--- config.mk ---
export PLATFORM = sky130hd
export DESIGN_NAME = uart_echo_buffer
export DESIGN_NICKNAME = d
export VERILOG_FILES = /design/src/rtl/uart_echo_buffer.sv
export SDC_FILE = /design/constraint.sdc
export NUM_CORES = 1
export LEC_CHECK = 0
export BUFFER_PORTS_ARGS = -buffer_cell sky130_fd_sc_hd__buf_2
export CORE_UTILIZATION = 65
export DETAILED_ROUTE_END_ITERATION = 7
export HOLD_SLACK_MARGIN = 0.03
export PLACE_DENSITY = 0.84
export SLEW_MARGIN = 20
export SYNTH_ARGS = -nofsm -noshare
export SYNTH_HDL_FRONTEND = slang
export SYNTH_SLANG_ARGS = --single-unit
--- constraint.sdc ---
create_clock -name clk -period 5.8 [get_ports clk]
set_input_delay 0 -clock clk [delete_from_list [all_inputs] [get_ports clk]]
set_output_delay 0 -clock clk [all_outputs]
set_load 0.005 [all_outputs]
--- src/rtl/uart_echo_buffer.sv ---
// uart_echo_buffer: FIFO-buffered echo between the uart core's receive and transmit handshakes,
// with optional case folding, CR->CR,LF expansion, sticky overflow and a saturating RX-error count.
module uart_echo_buffer #(
  parameter int DATA_WIDTH  = 8,
  parameter int DEPTH       = 16,
  parameter int CASE_MODE   = 0,
  parameter int CRLF_EXPAND = 0
) (
  input  logic                    clk,
  input  logic                    rst_n,
  input  logic                    enable,
  input  logic                    rx_valid,
  input  logic [DATA_WIDTH-1:0]   rx_data,
  input  logic                    rx_error,
  input  logic                    tx_busy,
  output logic                    tx_start,
  output logic [DATA_WIDTH-1:0]   tx_data,
  output logic [$clog2(DEPTH):0]  fifo_level,
  output logic                    overflow,
  input  logic                    overflow_clr,
  output logic [7:0]              err_count,
  output logic [1:0]              dbg_state
);
  localparam int AW = $clog2(DEPTH);
  localparam logic [AW-1:0] PTR_ONE  = AW'(1);
  localparam logic [AW:0]   LVL_ONE  = (AW+1)'(1);
  localparam logic [AW:0]   LVL_FULL = (AW+1)'(DEPTH);

  localparam logic [1:0] ST_IDLE = 2'd0;
  localparam logic [1:0] ST_REQ  = 2'd1;
  localparam logic [1:0] ST_BUSY = 2'd2;

  localparam logic [DATA_WIDTH-1:0] CH_CR    = DATA_WIDTH'(8'h0D);
  localparam logic [DATA_WIDTH-1:0] CH_LF    = DATA_WIDTH'(8'h0A);
  localparam logic [DATA_WIDTH-1:0] LC_A     = DATA_WIDTH'(8'h61);
  localparam logic [DATA_WIDTH-1:0] LC_Z     = DATA_WIDTH'(8'h7A);
  localparam logic [DATA_WIDTH-1:0] UC_A     = DATA_WIDTH'(8'h41);
  localparam logic [DATA_WIDTH-1:0] UC_Z     = DATA_WIDTH'(8'h5A);
  localparam logic [DATA_WIDTH-1:0] CASE_OFS = DATA_WIDTH'(8'h20);

  logic [DATA_WIDTH-1:0] r_mem [DEPTH];
  logic [AW-1:0]         r_wr_ptr;
  logic [AW-1:0]         r_rd_ptr;
  logic [AW:0]           r_level;
  logic                  r_overflow;
  logic [7:0]            r_err_count;
  logic [1:0]            r_state;
  logic                  r_tx_start;
  logic [DATA_WIDTH-1:0] r_tx_data;
  logic                  r_lf_pending;

  logic                  w_full;
  logic                  w_empty;
  logic                  w_rx_ok;
  logic                  w_pop;
  logic                  w_push;
  logic                  w_drop;
  logic                  w_is_cr;
  logic [DATA_WIDTH-1:0] w_head;
  logic [DATA_WIDTH-1:0] w_folded;

  assign w_full  = (r_level == LVL_FULL);
  assign w_empty = (r_level == '0);
  assign w_head  = r_mem[r_rd_ptr];
  assign w_rx_ok = rx_valid && !rx_error && enable;
  assign w_pop   = (r_state == ST_IDLE) && enable && !r_lf_pending && !w_empty;
  // A full FIFO still accepts a byte when the head leaves on the same edge.
  assign w_push  = w_rx_ok && (!w_full || w_pop);
  assign w_drop  = w_rx_ok && w_full && !w_pop;
  assign w_is_cr = (CRLF_EXPAND == 1) && (DATA_WIDTH == 8) && (w_head == CH_CR);

  always_comb begin
    w_folded = w_head;
    if (DATA_WIDTH == 8) begin
      if (CASE_MODE == 1 && w_head >= LC_A && w_head <= LC_Z)
        w_folded = w_head - CASE_OFS;
      else if (CASE_MODE == 2 && w_head >= UC_A && w_head <= UC_Z)
        w_folded = w_head + CASE_OFS;
    end
  end

  always_ff @(posedge clk) begin
    if (w_push) r_mem[r_wr_ptr] <= rx_data;
  end

  always_ff @(posedge clk or negedge rst_n) begin
    if (!rst_n) begin
      r_wr_ptr    <= '0;
      r_rd_ptr    <= '0;
      r_level     <= '0;
      r_overflow  <= 1'b0;
      r_err_count <= 8'd0;
    end else begin
      if (w_push) r_wr_ptr <= r_wr_ptr + PTR_ONE;
      if (w_pop)  r_rd_ptr <= r_rd_ptr + PTR_ONE;
      case ({w_push, w_pop})
        2'b10:   r_level <= r_level + LVL_ONE;
        2'b01:   r_level <= r_level - LVL_ONE;
        default: r_level <= r_level;
      endcase
      if (w_drop)
        r_overflow <= 1'b1;
      else if (overflow_clr)
        r_overflow <= 1'b0;
      if (rx_valid && rx_error && enable && r_err_count != 8'hFF)
        r_err_count <= r_err_count + 8'd1;
    end
  end

  // Handshake: tx_start is a level request with tx_data held stable; the core acknowledges
  // by raising tx_busy, and a new request is only issued after tx_busy has fallen again.
  always_ff @(posedge clk or negedge rst_n) begin
    if (!rst_n) begin
      r_state      <= ST_IDLE;
      r_tx_start   <= 1'b0;
      r_tx_data    <= '0;
      r_lf_pending <= 1'b0;
    end else begin
      case (r_state)
        ST_IDLE: begin
          if (enable) begin
            if (r_lf_pending) begin
              r_tx_data    <= CH_LF;
              r_lf_pending <= 1'b0;
              r_tx_start   <= 1'b1;
              r_state      <= ST_REQ;
            end else if (!w_empty) begin
              r_tx_data    <= w_folded;
              r_lf_pending <= w_is_cr;
              r_tx_start   <= 1'b1;
              r_state      <= ST_REQ;
            end
          end
        end
        ST_REQ: begin
          if (tx_busy) begin
            r_tx_start <= 1'b0;
            r_state    <= ST_BUSY;
          end
        end
        ST_BUSY: begin
          if (!tx_busy) r_state <= ST_IDLE;
        end
        default: r_state <= ST_IDLE;
      endcase
    end
  end

  assign tx_start   = r_tx_start;
  assign tx_data    = r_tx_data;
  assign fifo_level = r_level;
  assign overflow   = r_overflow;
  assign err_count  = r_err_count;
  assign dbg_state  = r_state;
endmodule
# == Word-level counts from Yosys, hierarchy flattened ==
# Memory sizes are Yosys's and may differ from the RTL's. A register that Yosys moved wholly into a read port is not among the register bits.
# Index checks and enable logic that the tools add are counted.
# op_classes
add_sub_neg,5
n_eq_ne,10
muxes,14
bitwise_logic,1
reduce_logical,24
# op_table
cell,n
logical AND 1 bit,10
case mux 5 bit (2 select lines),1
"adder 4 x 1 -> 4 bit, second input constant",2
"adder 8 x 1 -> 8 bit, second input constant",1
two-way mux 2 bit,4
"!= test 2 bit, second input constant",4
"!= test 8 bit, second input constant",1
AND reduction 4 bit,2
two-way mux 1 bit,7
case mux 2 bit (3 select lines),1
nonzero test 2 bit,3
"adder 5 x 1 -> 5 bit, second input constant",1
"== test 5 bit, second input constant",1
logical NOT 1 bit,5
logical NOT 5 bit,1
"subtractor 5 x 1 -> 5 bit, second input constant",1
"== test 2 x 1 -> 1 bit, second input constant",2
"== test 2 bit, second input constant",2
AND reduction 3 bit,1
logical NOT 2 bit,1
case mux 1 bit (2 select lines),1
logical OR 1 bit,1
NOT 1 bit,1
# word_totals
register_bits,25
ram_bits,128
inputBits,15
out_inout_bits,25
mem_count,1
# memory_table
name,words,width,read_ports,rd_clocked_by_memory_dff,write_ports,line,text
r_mem,16,8,1,1,1,41,logic [DATA_WIDTH-1:0] r_mem [DEPTH];

# == Logic depth before layout (Yosys ltp) ==
# Gate-level depths: netlist of the first run.
# logic_depth
word_depth,7
ltp_mapped,10

# == Worst setup path after synthesis of the first run ==
# No wires, ideal clock.
# synth_path
path_kind,reg2reg
startpoint,reg r_level[1] (netlist: fifo_level[1])
endpoint,reg r_level[4] (netlist: fifo_level[4])
t_arrival_ns,2.400
setup_slack_ns,3.320
stages_incl_launch_ff,10
synth_period_minus_slack_ns,2.480
path_cell_list,dfrtp_1 or4_4 o211ai_1 inv_1 ha_1 a31oi_1 o31ai_1 a21oi_1 mux2i_1 xnor2_1
# synth_via
elab_chain_cells,7
word_cells_on_any_way,13
cone_classes,add/sub: 2; eq/ne: 3; mux: 1; reduce/logical: 7
# synth_rtl
item,line,text
"start, declared",44,logic [AW:0] r_level;
"start signal, assigned",97,2'b10: r_level <= r_level + LVL_ONE;
"start signal, assigned",98,2'b01: r_level <= r_level - LVL_ONE;
"start signal, assigned",99,default: r_level <= r_level;
logical NOT 5 bit,63,assign w_empty = (r_level == '0);
logical NOT 1 bit,-,
logical AND 1 bit,66,assign w_pop = (r_state == ST_IDLE) && enable && !r_lf_pending && !w_empty;
logical OR 1 bit,68,assign w_push = w_rx_ok && (!w_full || w_pop);
logical AND 1 bit,68,
== test 2 x 1 -> 1 bit / == test 2 bit (equally long branches),96,"case ({w_push, w_pop})"
case mux 5 bit (2 select lines) / nonzero test 2 bit (equally long branches),-,
# Several ways; a longest one is shown, not always the timed one.
# A chain may end at the register's enable or synchronous reset.

# == Worst setup path in the final report of the first run ==
# Same ends and word-level chain as after synthesis.

==> run summary, run 1 <==
The wire length of the first global-routing pass came out at 21060 um. The critical path is of the reg2reg type. CTS saw 161 sinks. Measured against its own limit, the worst slew margin works out to 26.83%. Summed over all nets, the half-perimeter wirelength after detailed placement is 8261 um. The signal arrival time at the worst endpoint came out at 3.16 ns. The number of flops mapped to enable cells by yosys came out at 128. The number of port buffers is 39. Summed over all layers, the routed wires come to 14060 um.

Summed over all failing endpoints, the final setup total negative slack is 0 ns. In this run the worst setup path terminates at fifo_level[4]$_DFFE_PN0P_. The cell type with the largest total area after synthesis is edfxtp_1.

The mapped cell area came out at 6561 um2. After layout, the minimum clock period comes to 2.710 ns. The die outline height came out at 102.5 um. The post-synthesis net count is 387.

After synthesis, the cell types taking the most area are edfxtp_1, dfrtp_1, mux4_2, mux2i_1, xnor2_1. The H-tree depth is 4. The iteration count of the initial detailed-routing pass came out at 5. The initial antenna violation count is 0.

The mean area per synthesized cell came out at 18.03 um2. The synthesized design devotes to its leading area cell type 58.58% of total area. Cells with a size suffix above 1 make up 26.38% of the layout. The detailed router's first-iteration violation count is 328. The register bit total from synthesis came out at 161. The distinct cell type count after synthesis is 45. Global routing used 29.47% of the available tracks across all layers.

The max-capacitance violation count came out at 0. TritonCTS built the clock tree. The worst min-delay path category is in2async. The standard-cell row count came out at 36. The sequential share of the synthesized area came out at 71.17%. The kind of end point of the critical path is a register.

The number of global-route vias before repair came out at 3643. The data required time of the critical path is 6.25 ns. Timing would allow up to 369.0 MHz. The clock latency of the later-clocked register in the worst-skew pair is 0.52 ns. The setup violation total in the final timing report came out at 0. Clock skew on the completed layout was measured at 0.01008 ns.

The overflow left after global routing came out at 0. The root buffer cell chosen for the clock tree is clkbuf_8. Buffers inserted during clock tree synthesis total 17.

The run finished with clean final reports. The routed wire length per instance is 24.70 um. The area growth from synthesis to layout is 15.62%. STA classifies the critical path startpoint as a register.

Summing all multi-input logic gate instances after layout gives 1798 um2. For the pin with the worst max-slew slack, the measured transition is 1.098 ns. The worst setup slack for register-to-register paths came out at 3.09 ns. The startpoint identified for the worst register-to-register timing path is fifo_level[1]$_DFFE_PN0P_.

The number of antenna diodes is 0. The number of remaining DRC errors came out at 0. Counting the fill cells in the layout gives 515. The maximum number of pins on one net before global-route repair is 36. During I/O placement, the number of pins put on the boundary was 40. The highest ir drop seen on vdd is 0.3051 mV. Across the whole layout, storage elements account for 4672 um2. The core region is 9774 um2. Measured along the x axis, the die boundary spans 102.5 um. The total power is 3581 uW.

In this run the power density over the cells is 472.0 nW/um2. Among all flip-flop cells after synthesis, the most frequent one is edfxtp_1. The overall via count from detail_route came out at 3647. Measured on the finished design, the core utilization comes to 77.61%. The cell with the most instances after synthesis is edfxtp_1. At the end of the flow, the number of nets in the layout was 446. The final cycle utilization of the critical path came out at 46.73%. The leakage power is 0.002699 uW.

The cell count after synthesis came out at 364. The count of synthesis-stage warnings from yosys is 0. After synthesis, the most frequently instantiated cells are edfxtp_1, dfrtp_1, mux4_2, nor2_1, mux2i_1. Setup repair after global routing left no endpoint under its margin. Using the TritonRoute via totals, the vias-per-cell ratio works out to 6.409. The peak fanout along the critical path came out at 9.

The number of buffers between clock root and the deepest sink is 2. The logic depth of the worst register-to-register path is 9. The count of nets left with antenna violations once routing finished came out at 0. At the end of routability-driven placement, the weighted congestion stood at 0.9027. The terminus of the critical flop-to-flop path is fifo_level[4]$_DFFE_PN0P_. The final count of hold timing violations is 0. The clock transition time at the flip-flop clock pins of the worst setup and hold paths is 0.06 ns. The floorplan die area came out at 10500 um2. The max-slew violation count is 0. The quantity of gates resized following cts came out at 0. The starting utilization of the core area is 67.13%. The proportion of register bits with asynchronous set or reset after synthesis is 20.50%.

Tracing the worst setup path back leads to its startpoint at fifo_level[1]$_DFFE_PN0P_.
[sequential cells by signal, summed over array words and instances, names as in the netlist]
register / flops
r_wr_ptr: 4
tx_start: 1
r_mem: 128
tx_data: 8
overflow: 1
dbg_state: 2
err_count: 8
r_rd_ptr: 4
fifo_level: 5
[metrics by stage]
| step | cell area (um2) | worst slack (ns) | hold slack (ns) | std cells |
|---|---|---|---|---|
| 6_report | 7586 | 3.090 | 0.05999 | 569 |
| 5_1_grt | 7586 | 2.865 | 0.1122 | 569 |
| 4_1_cts | 7566 | 2.952 | 0.07237 | 569 |
| 3_5_place_dp | 6860 | 3.005 | 0.09714 | 522 |
| 3_3_place_gp | 6860 | 3.155 | 0.09496 | 522 |
| 2_1_floorplan | 6561 | 3.320 | -0.2956 | 364 |
[area by class of cell]
class | instances | area share (%)
repair buffers | 55 | 4.651
clock buffers | 19 | 5.558
inverters | 11 | 0.5443
multi-input cells | 177 | 23.70
well taps | 133 | 2.194
clock inverters | 13 | 1.765
flip-flops and latches | 161 | 61.59
[power by group]
group	switching, uW	internal [uW]	total (uW)
Combinational	463	472	936
Sequential	215	1370	1580
Clock	448	613	1060
[worst min-delay path by stage]
stage | to | slack (ns) | cells after the start
finish | fifo_level[2]$_DFFE_PN0P_ | 0.06 | 2
global route | fifo_level[2]$_DFFE_PN0P_ | 0.11 | 2
global placement | fifo_level[0]$_DFFE_PN0P_ | 0.09 | 1
floorplan | dbg_state[0]$_DFFE_PN0P_ | -0.30 | 0
detailed placement | fifo_level[2]$_DFFE_PN0P_ | 0.1 | 1
CTS | fifo_level[2]$_DFFE_PN0P_ | 0.07 | 2
[layout by cell type, fill, tap and decap left out, types with 3 or more instances in the layout]
master | synthesis | routed
a21oi_1 | 4 | 4
a221oi_1 | 8 | 8
and2_1 | 8 | 8
buf_2 | 6 | 39
clkbuf_16 | 0 | 16
clkinv_1 | 0 | 3
dfrtp_1 | 33 | 31
dlygate4sd3_1 | 0 | 15
edfxtp_1 | 128 | 128
ha_1 | 8 | 8
inv_1 | 11 | 11
inv_6 | 0 | 3
mux2_2 | 3 | 3
mux2i_1 | 17 | 17
mux4_2 | 32 | 32
nand2_1 | 14 | 14
nand3_1 | 5 | 5
nand4_1 | 3 | 3
nor2_1 | 18 | 18
nor3_1 | 7 | 3
nor3_2 | 0 | 4
o21ai_0 | 4 | 4
xnor2_1 | 15 | 15
xor2_1 | 4 | 4
[worst max-delay path, cell delays in order (launching register included)]
cell	delay, ns
dfrtp_1	0.47
or4_4	0.60
o211ai_1	0.30
inv_1	0.08
ha_1	0.35
a31oi_1	0.20
o31ai_1	0.10
a21oi_1	0.16
mux2i_1	0.24
xnor2_1	0.13
[kinds of logic (layout without fill, tap and decap cells)]
kind of cell	after synthesis	count (layout)	share of synthesized area, %
flops	161	161	71.17
simple gates	71	71	5.759
mux	52	52	14.09
compound gates	27	27	3.185
buf+inv	26	98	1.735
xor+xnor	19	19	2.536
fa+ha+maj	8	8	1.526
[routing by layer]
layer	track usage [%]	wire (um)
met1	37.66	5556
met2	47.85	7193
met3	7.387	891
met4	13.85	415
met5	0	0
[timing repair]
item,CTS,global route
setup buffers,0,0
hold buffers,15,0
hold endpoints to repair,167,0
(Power assumes the default switching activity.)
==> run 2: changes to the inputs <==
Settings changed: ABC_AREA set to 1, CORE_UTILIZATION 65 to 60, PLACE_DENSITY 0.84 to 0.79.
Clock period 5.8 ns to 2.65 ns, I/O delays scaled along.
==> run 2 against run 1 <==
  * Sequential power rose by 110%
  * Die area rose by 11%
  * Design area rose by 3.0%
  * Wire length rose by 5.2%
  * Cell count rose by 35%
  * Critical path type is now in2reg
  * Sequential share of layout area fell by 1.8 points
==> run summary, run 2 <==
The run finished with clean final reports. The leakage power came out at 0.002899 uW. The peak fanout along the critical path is 9. The standard-cell row count came out at 38. Leaving out fill and tap cells, the most frequent cells in the layout are edfxtp_1, nor2_1, o21ai_0.

The post-synthesis net count is 578. The estimated wirelength of the detail-placed design is 9344 um. Counting I/O delays and the setup requirement, the final critical path takes 2.507 ns. Detailed routing inserted a total of 4588 vias. The number of nets with antenna violations after detailed routing is 0. The setup violation total in the final timing report came out at 0. The number of buffers created by CTS came out at 17. The library cell used most frequently in the layout, excluding fill and tap cells, is edfxtp_1. The clock drives 161 sinks. Ranked by total cell area, the synthesized netlist is headed by edfxtp_1, dfrtp_1, nor2_1, o21ai_0, o211ai_1. The mean area per synthesized cell came out at 12.14 um2. The gate count after technology mapping is 555. The H-tree depth came out at 4.

The cell sitting at the root of the clock tree is a clkbuf_8. The relative max-transition margin came out at 47.17%. Summing every instance area after synthesis gives 6736 um2.

The starting utilization of the core area came out at 61.87%. The clock transition time at the flip-flop clock pins of the worst setup and hold paths is 0.06 ns. During I/O placement, the number of pins put on the boundary was 40. The layout has 678 filler cells. The post-placement cell count came out at 717. The number of flops mapped to enable cells by yosys came out at 128. The type of element launching the critical path is an input pin.

edfxtp_1 is the most common cell in the netlist. The critical path start-end classification is in2reg. The worst setup slack for register-to-register paths is 0.38 ns. The final layout contains routed wiring with a total length of 14790 um. In the routed design, unresolved DRC markers number 0. Timing would allow up to 398.9 MHz.

The total power came out at 8344 uW. The number of port buffers is 39. The first global-routing pass estimated 22640 um of wire. The register bit total from synthesis is 161. The number of global-route vias before repair is 4426. The final count of hold timing violations is 0. The placer's final routability congestion estimate came out at 0.9419. The worst register-to-register path has a depth of 7. The tightest min-delay check is of the in2async type. The final layout contains 637 nets. The data required time of the critical path came out at 2.82 ns.

Yosys printed 0 warnings. Buffers added to address setup during post-CTS repair amount to 0. The count of cells in the finished layout, fillers not included, comes to 767.

The power per cell area came out at 1068 nW/um2. Relative to the synthesized area, the layout overhead comes to 16.01%. The actual transition at the worst max-transition pin came out at 0.7925 ns. More flip-flops sit in one register than any other, and that register is r_mem. The max-slew violation count is 0. The floorplan die area is 11660 um2.

The number of flip-flops in the largest register came out at 128. The signal arrival time at the worst endpoint is 2.68 ns. The setup skew after layout is 0.01171 ns. The highest ir drop seen on vdd came out at 0.5609 mV. The first detailed-routing pass took 5 iterations.

The sum of negative setup slack is 0 ns. The clock latency of the later-clocked register in the worst-skew pair is 0.54 ns. The kind of end point of the critical path is a register. The placed instance area is 7046 um2. The die outline height is 108.0 um.

Dividing the detail-routed wire length by the instance count gives 19.29 um. The via count normalized by instance count came out at 5.982. Counting instances in the post-synthesis netlist gives the leading cell types as edfxtp_1, nor2_1, o21ai_0, nand2_1, dfrtp_1. The global-route total usage across every layer came out at 27.01%. Global routing finished with a remaining overflow of 0.

The initial antenna violation count was 0. Among all flip-flop cells after synthesis, the most frequent one is edfxtp_1. The terminus of the critical flop-to-flop path is r_mem[7][7]$_DFFE_PP_. TritonCTS built the clock tree. The maximum number of pins on one net before global-route repair is 67. The max-capacitance violation count came out at 0. The first routing iteration left 455 violations.

The worst register-to-register path begins at dbg_state[1]$_DFFE_PN0P_. The sequential share of the synthesized area came out at 69.32%. The area of the core came out at 10890 um2. Setup repair after global routing left no endpoint under its margin. After synthesis, the largest area contributor takes up 57.06% of total cell area. The floorplan step set the die width to 108.0 um.

The number of antenna diodes came out at 0. Summed over all instances, the cell type with the most area after synthesis is edfxtp_1. For this run, asynchronously set or reset flops after synthesis account for 20.50%.

Of the cells placed in the final design, the portion with a size suffix greater than 1 is 14.99%. The area of all placed cells without fillers came out at 7815 um2. The distinct cell type count after synthesis came out at 33. The number of buffers between clock root and the deepest sink came out at 2. The final cycle utilization of the critical path is 94.60%.
## run 2: final cells by class
class	instances	area (um2)	area share, %
flip-flops and latches	161	4671	59.77
multi-input cells	336	1790	22.91
repair buffers	67	475.5	6.084
clock buffers	22	452.9	5.796
well taps	140	175.2	2.241
clock inverters	10	133.9	1.713
inverters	31	116.4	1.489
## run 2: power breakdown
group,switching [uW],internal [uW],total [uW]
Combinational,1710,912,2620
Clock,926,1480,2410
Sequential,308,3010,3310
Total,2950,5400,8340
## run 2: logic make-up after synthesis
kind of cell / Yosys count / synth area share (%)
buffers and inverters: 58 / 4.142
AND/OR/NAND/NOR: 188 / 11.92
multiplexers: 1 / 0.1672
XOR/XNOR: 14 / 1.820
AO/OA/AOI/OAI: 125 / 11.14
flip-flops: 161 / 69.32
adder cells (fa/ha/maj): 8 / 1.486
## run 2: through the flow
| stage | utilization, % | hold WS [ns] | setup WS, ns |
|---|---|---|---|
| 4_1_cts | 71.75 | 0.1089 | 0.2784 |
| 5_1_grt | 71.78 | 0.1517 | 0.001627 |
| 3_3_place_gp | 64.71 | 0.1104 | 0.5488 |
| 6_report | 71.78 | 0.08064 | 0.1430 |
| 3_5_place_dp | 64.71 | 0.1260 | 0.4357 |
| 2_1_floorplan | - | -0.2956 | 0.7368 |
## run 2: how the worst max path moves through the flow
stage	start	to	slack, ns	cells past startpoint
final	rx_valid	r_mem[7][7]$_DFFE_PP_	0.14	9
after global routing	enable	r_mem[7][7]$_DFFE_PP_	0.002	9
after CTS	enable	r_mem[7][7]$_DFFE_PP_	0.28	9
after detailed placement	dbg_state[1]$_DFFE_PN0P_	r_mem[7][6]$_DFFE_PP_	0.44	7
after global placement	dbg_state[1]$_DFFE_PN0P_	r_mem[7][4]$_DFFE_PP_	0.55	7
after floorplan	dbg_state[1]$_DFFE_PN0P_	r_mem[11][0]$_DFFE_PP_	0.74	7
## run 2: per-layer routing
| metal | vias up | wire (um) | global-route usage [%] |
|---|---|---|---|
| li1 | 2099 | - | - |
| met1 | 2218 | 6082 | 35.39 |
| met2 | 238 | 7397 | 43.59 |
| met3 | 33 | 1040 | 5.726 |
| met4 | 0 | 271 | 12.33 |
| met5 | - | 0 | 0 |
## run 2: what timing repair did
action	in CTS	in global routing
endpoints found under the setup margin	0	8
hold buffers	18	0
resized for setup	0	1
endpoints found under the hold margin	171	0
## run 2: critical path, cell delays in order
cell and delay [ns]:
dlygate4sd3_1 0.54, buf_2 0.11, nand2_1 0.06, dlygate4sd3_1 0.58
inv_1 0.09, nand2_1 0.20, a21oi_4 0.31, nand2_1 0.22
nor2_1 0.56
==> run 3: changes to the inputs <==
Settings changed: RECOVER_POWER set to 25.
==> run 3 against run 2 <==
  * Via count decreased by 0.59%
  * Worst hold slack improved by 0.0042 ns
  * Critical path type unchanged
  * Global-route usage unchanged
  * Sequential power about the same
  * Clock-buffer cell count unchanged
  * Largest cell class unchanged
  * Worst setup slack improved by 0.027 ns
==> run summary, run 3 (synthesis results as in run 2) <==
The final count of hold timing violations is 0. The clock tree from TritonCTS is done. The estimated wirelength of the detail-placed design came out at 9344 um. The post-placement cell count came out at 717. The H-tree depth is 4.

For the final routed database, the setup TNS stands at 0 ns. The max-capacitance violation count came out at 0. The post-CTS setup repair buffer count came out at 0.

The total number of clock tree sinks came out at 161. Following the worst setup path forward leads to its endpoint at r_mem[7][7]$_DFFE_PP_. The max-slew violation count is 0.

The highest ir drop seen on vdd is 0.5573 mV. The overall routed net length is 14740 um. The number of port buffers is 39. The global-route total usage across every layer is 27.01%. The root buffer cell chosen for the clock tree is clkbuf_8. The overall via count from detail_route came out at 4561. The starting utilization of the core area is 61.87%. The overflow left after global routing came out at 0. The setup skew after layout came out at 0.01281 ns. Derived from the worst setup path, the maximum achievable clock frequency is 403.2 MHz. The detailed router's first-iteration violation count is 492. The initial antenna violation count is 0. The cell family contributing the most delay on the critical path is buffers and inverters. Clock tree synthesis inserted a total of 17 buffers.

The maximum number of pins on one net before global-route repair came out at 67. Setup repair after global routing left no endpoint under its margin. Leaving out fill and tap cells, the most frequent cell in the layout is edfxtp_1. Once layout is complete, the cells apart from fillers number 767. The launch point of the worst reg-to-reg path is dbg_state[1]$_DFFE_PN0P_. The signal arrival time at the worst endpoint came out at 2.65 ns. The die outline height is 108.0 um. Among all stages on the critical path, the largest delay is contributed by dlygate4sd3_1. The wire length of the first global-routing pass came out at 22640 um. The register with the most flip-flops in the final layout is r_mem. Leaving out fill and tap cells, the most frequent cells in the layout are edfxtp_1, nor2_1, o21ai_0. On the final layout, the worst hold slack is 0.08488 ns. The number of global-route vias before repair is 4426. The setup violation total in the final timing report is 0. After detailed routing, the number of vias per cell comes to 5.947. The number of nets with antenna violations after detailed routing came out at 0.

The number of buffers between clock root and the deepest sink is 2. The die width came out at 108.0 um. The type of element launching the critical path is an input pin. The number of remaining DRC errors is 0.

The routed wire length per instance is 19.21 um. The path length in cells of the critical path is 9. In this run the tightest slew margin relative to its limit is 39.19%.

The most numerous cell type found on the critical path is nand2_1. The top-level I/O count came out at 40. The placer's final routability congestion estimate is 0.9419. On the worst path, the slowest cell contributes a delay of 0.57 ns. The logic depth of the worst register-to-register path came out at 7.

The flow ran to the end, and the final reports show no timing, DRC or antenna violations. The floorplan has 38 rows. The iteration count of the initial detailed-routing pass came out at 7. The signal on the critical path passes through dlygate4sd3_1 > buf_2 > nand2_1 > dlygate4sd3_1 > inv_1 > nand2_1 > a21oi_4 > nand2_1 > nor2_1. The final cycle utilization of the critical path came out at 93.58%. The area growth from synthesis to layout came out at 15.90%. The worst setup path is captured at a register. The worst setup path is of the in2reg kind. The first element of the critical path is rx_valid. The power per cell area came out at 1068 nW/um2. The critical path buffer and inverter count came out at 4. The terminus of the critical flop-to-flop path is r_mem[7][7]$_DFFE_PP_.

The number of flip-flops in the largest register came out at 128. At the pin with the least slew margin, the transition time is 0.9121 ns. At the end of the flow, the number of nets in the layout was 637. The die covers 11660 um2. After clock tree synthesis, the clock-pin slew on the worst setup and hold paths is 0.06 ns. Across all setup checks in the final design, the least slack found is 0.1701 ns. In this run the register-to-register setup slack is 0.38 ns. The worst min-delay path category is in2async. The routed design could run at a clock period as short as 2.480 ns. The clock latency of the later-clocked register in the worst-skew pair came out at 0.54 ns. The data required time of the critical path is 2.82 ns.

The end-of-flow core utilization came out at 71.71%. The leakage power is 0.002883 uW. Prior to clock tree synthesis, the placed netlist has a worst setup slack of 0.4357 ns. The peak fanout along the critical path came out at 9. The area of the core is 10890 um2. The number of antenna diodes is 0. Of the cells placed in the final design, the portion with a size suffix greater than 1 is 14.04%. The fill cell instance count of the final layout came out at 684.
==> run 3: through the flow <==
| step | cell area [um2] | total power (uW) |
|---|---|---|
| final | 7807 | 8341 |
| after global routing | 7807 | 8754 |
| after CTS | 7812 | 8330 |
| after detailed placement | 7046 | 5890 |
| after global placement | 7046 | 5761 |
| after floorplan | 6736 | 5117 |
==> run 3: cell type report <==
| type | instances | area, um2 | share of cell area, % |
|---|---|---|---|
| repair buffers | 67 | 467.9 | 5.994 |
| inverters | 31 | 116.4 | 1.490 |
| clock inverters | 10 | 133.9 | 1.715 |
| clock buffers | 22 | 452.9 | 5.801 |
| flip-flops and latches | 161 | 4671 | 59.82 |
| multi-input cells | 336 | 1790 | 22.93 |
| well taps | 140 | 175.2 | 2.244 |
==> run 3: where the power goes <==
part	total [uW]	switching, uW	internal [uW]
clock network	2410	926	1480
registers	3310	306	3010
logic	2620	1710	910
total	8340	2940	5400
==> run 3: layer usage <==
layer  track usage, %  up-vias  part of all wire (%)
li1                 -     2099                     -
met1            35.39     2220                    41
met2            43.59      211                    50
met3            5.726       31                   7.5
met4            12.33        0                   1.9
met5                0        -                     0
==> run 3: worst min-delay path by stage <==
stage                from                       end  slack, ns  cells past startpoint
floorplan           rst_n  dbg_state[0]$_DFFE_PN0P_      -0.30                      0
global placement    rst_n    tx_data[6]$_DFFE_PN0P_       0.11                      1
detailed placement  rst_n    tx_data[6]$_DFFE_PN0P_       0.13                      1
CTS                 rst_n   r_wr_ptr[2]$_DFFE_PN0P_       0.11                      2
global route        rst_n    tx_data[3]$_DFFE_PN0P_       0.15                      2
finish              rst_n    tx_data[3]$_DFFE_PN0P_       0.08                      2
==> run 3: timing repair <==
| action | in CTS | in global routing |
|---|---|---|
| endpoints found under the setup margin | 0 | 8 |
| hold buffers | 18 | 0 |
| hold endpoints to repair | 171 | 0 |
| gates resized for setup | 0 | 1 |
==> run 3: worst reg2reg max path, stage by stage (launching register included) <==
cell     delay, ns
dfrtp_1       0.43
inv_2         0.09
nand2_2       0.08
nor2_8        0.14
nand2_4       0.10
a21oi_4       0.28
nand2_1       0.22
nor2_1        0.56
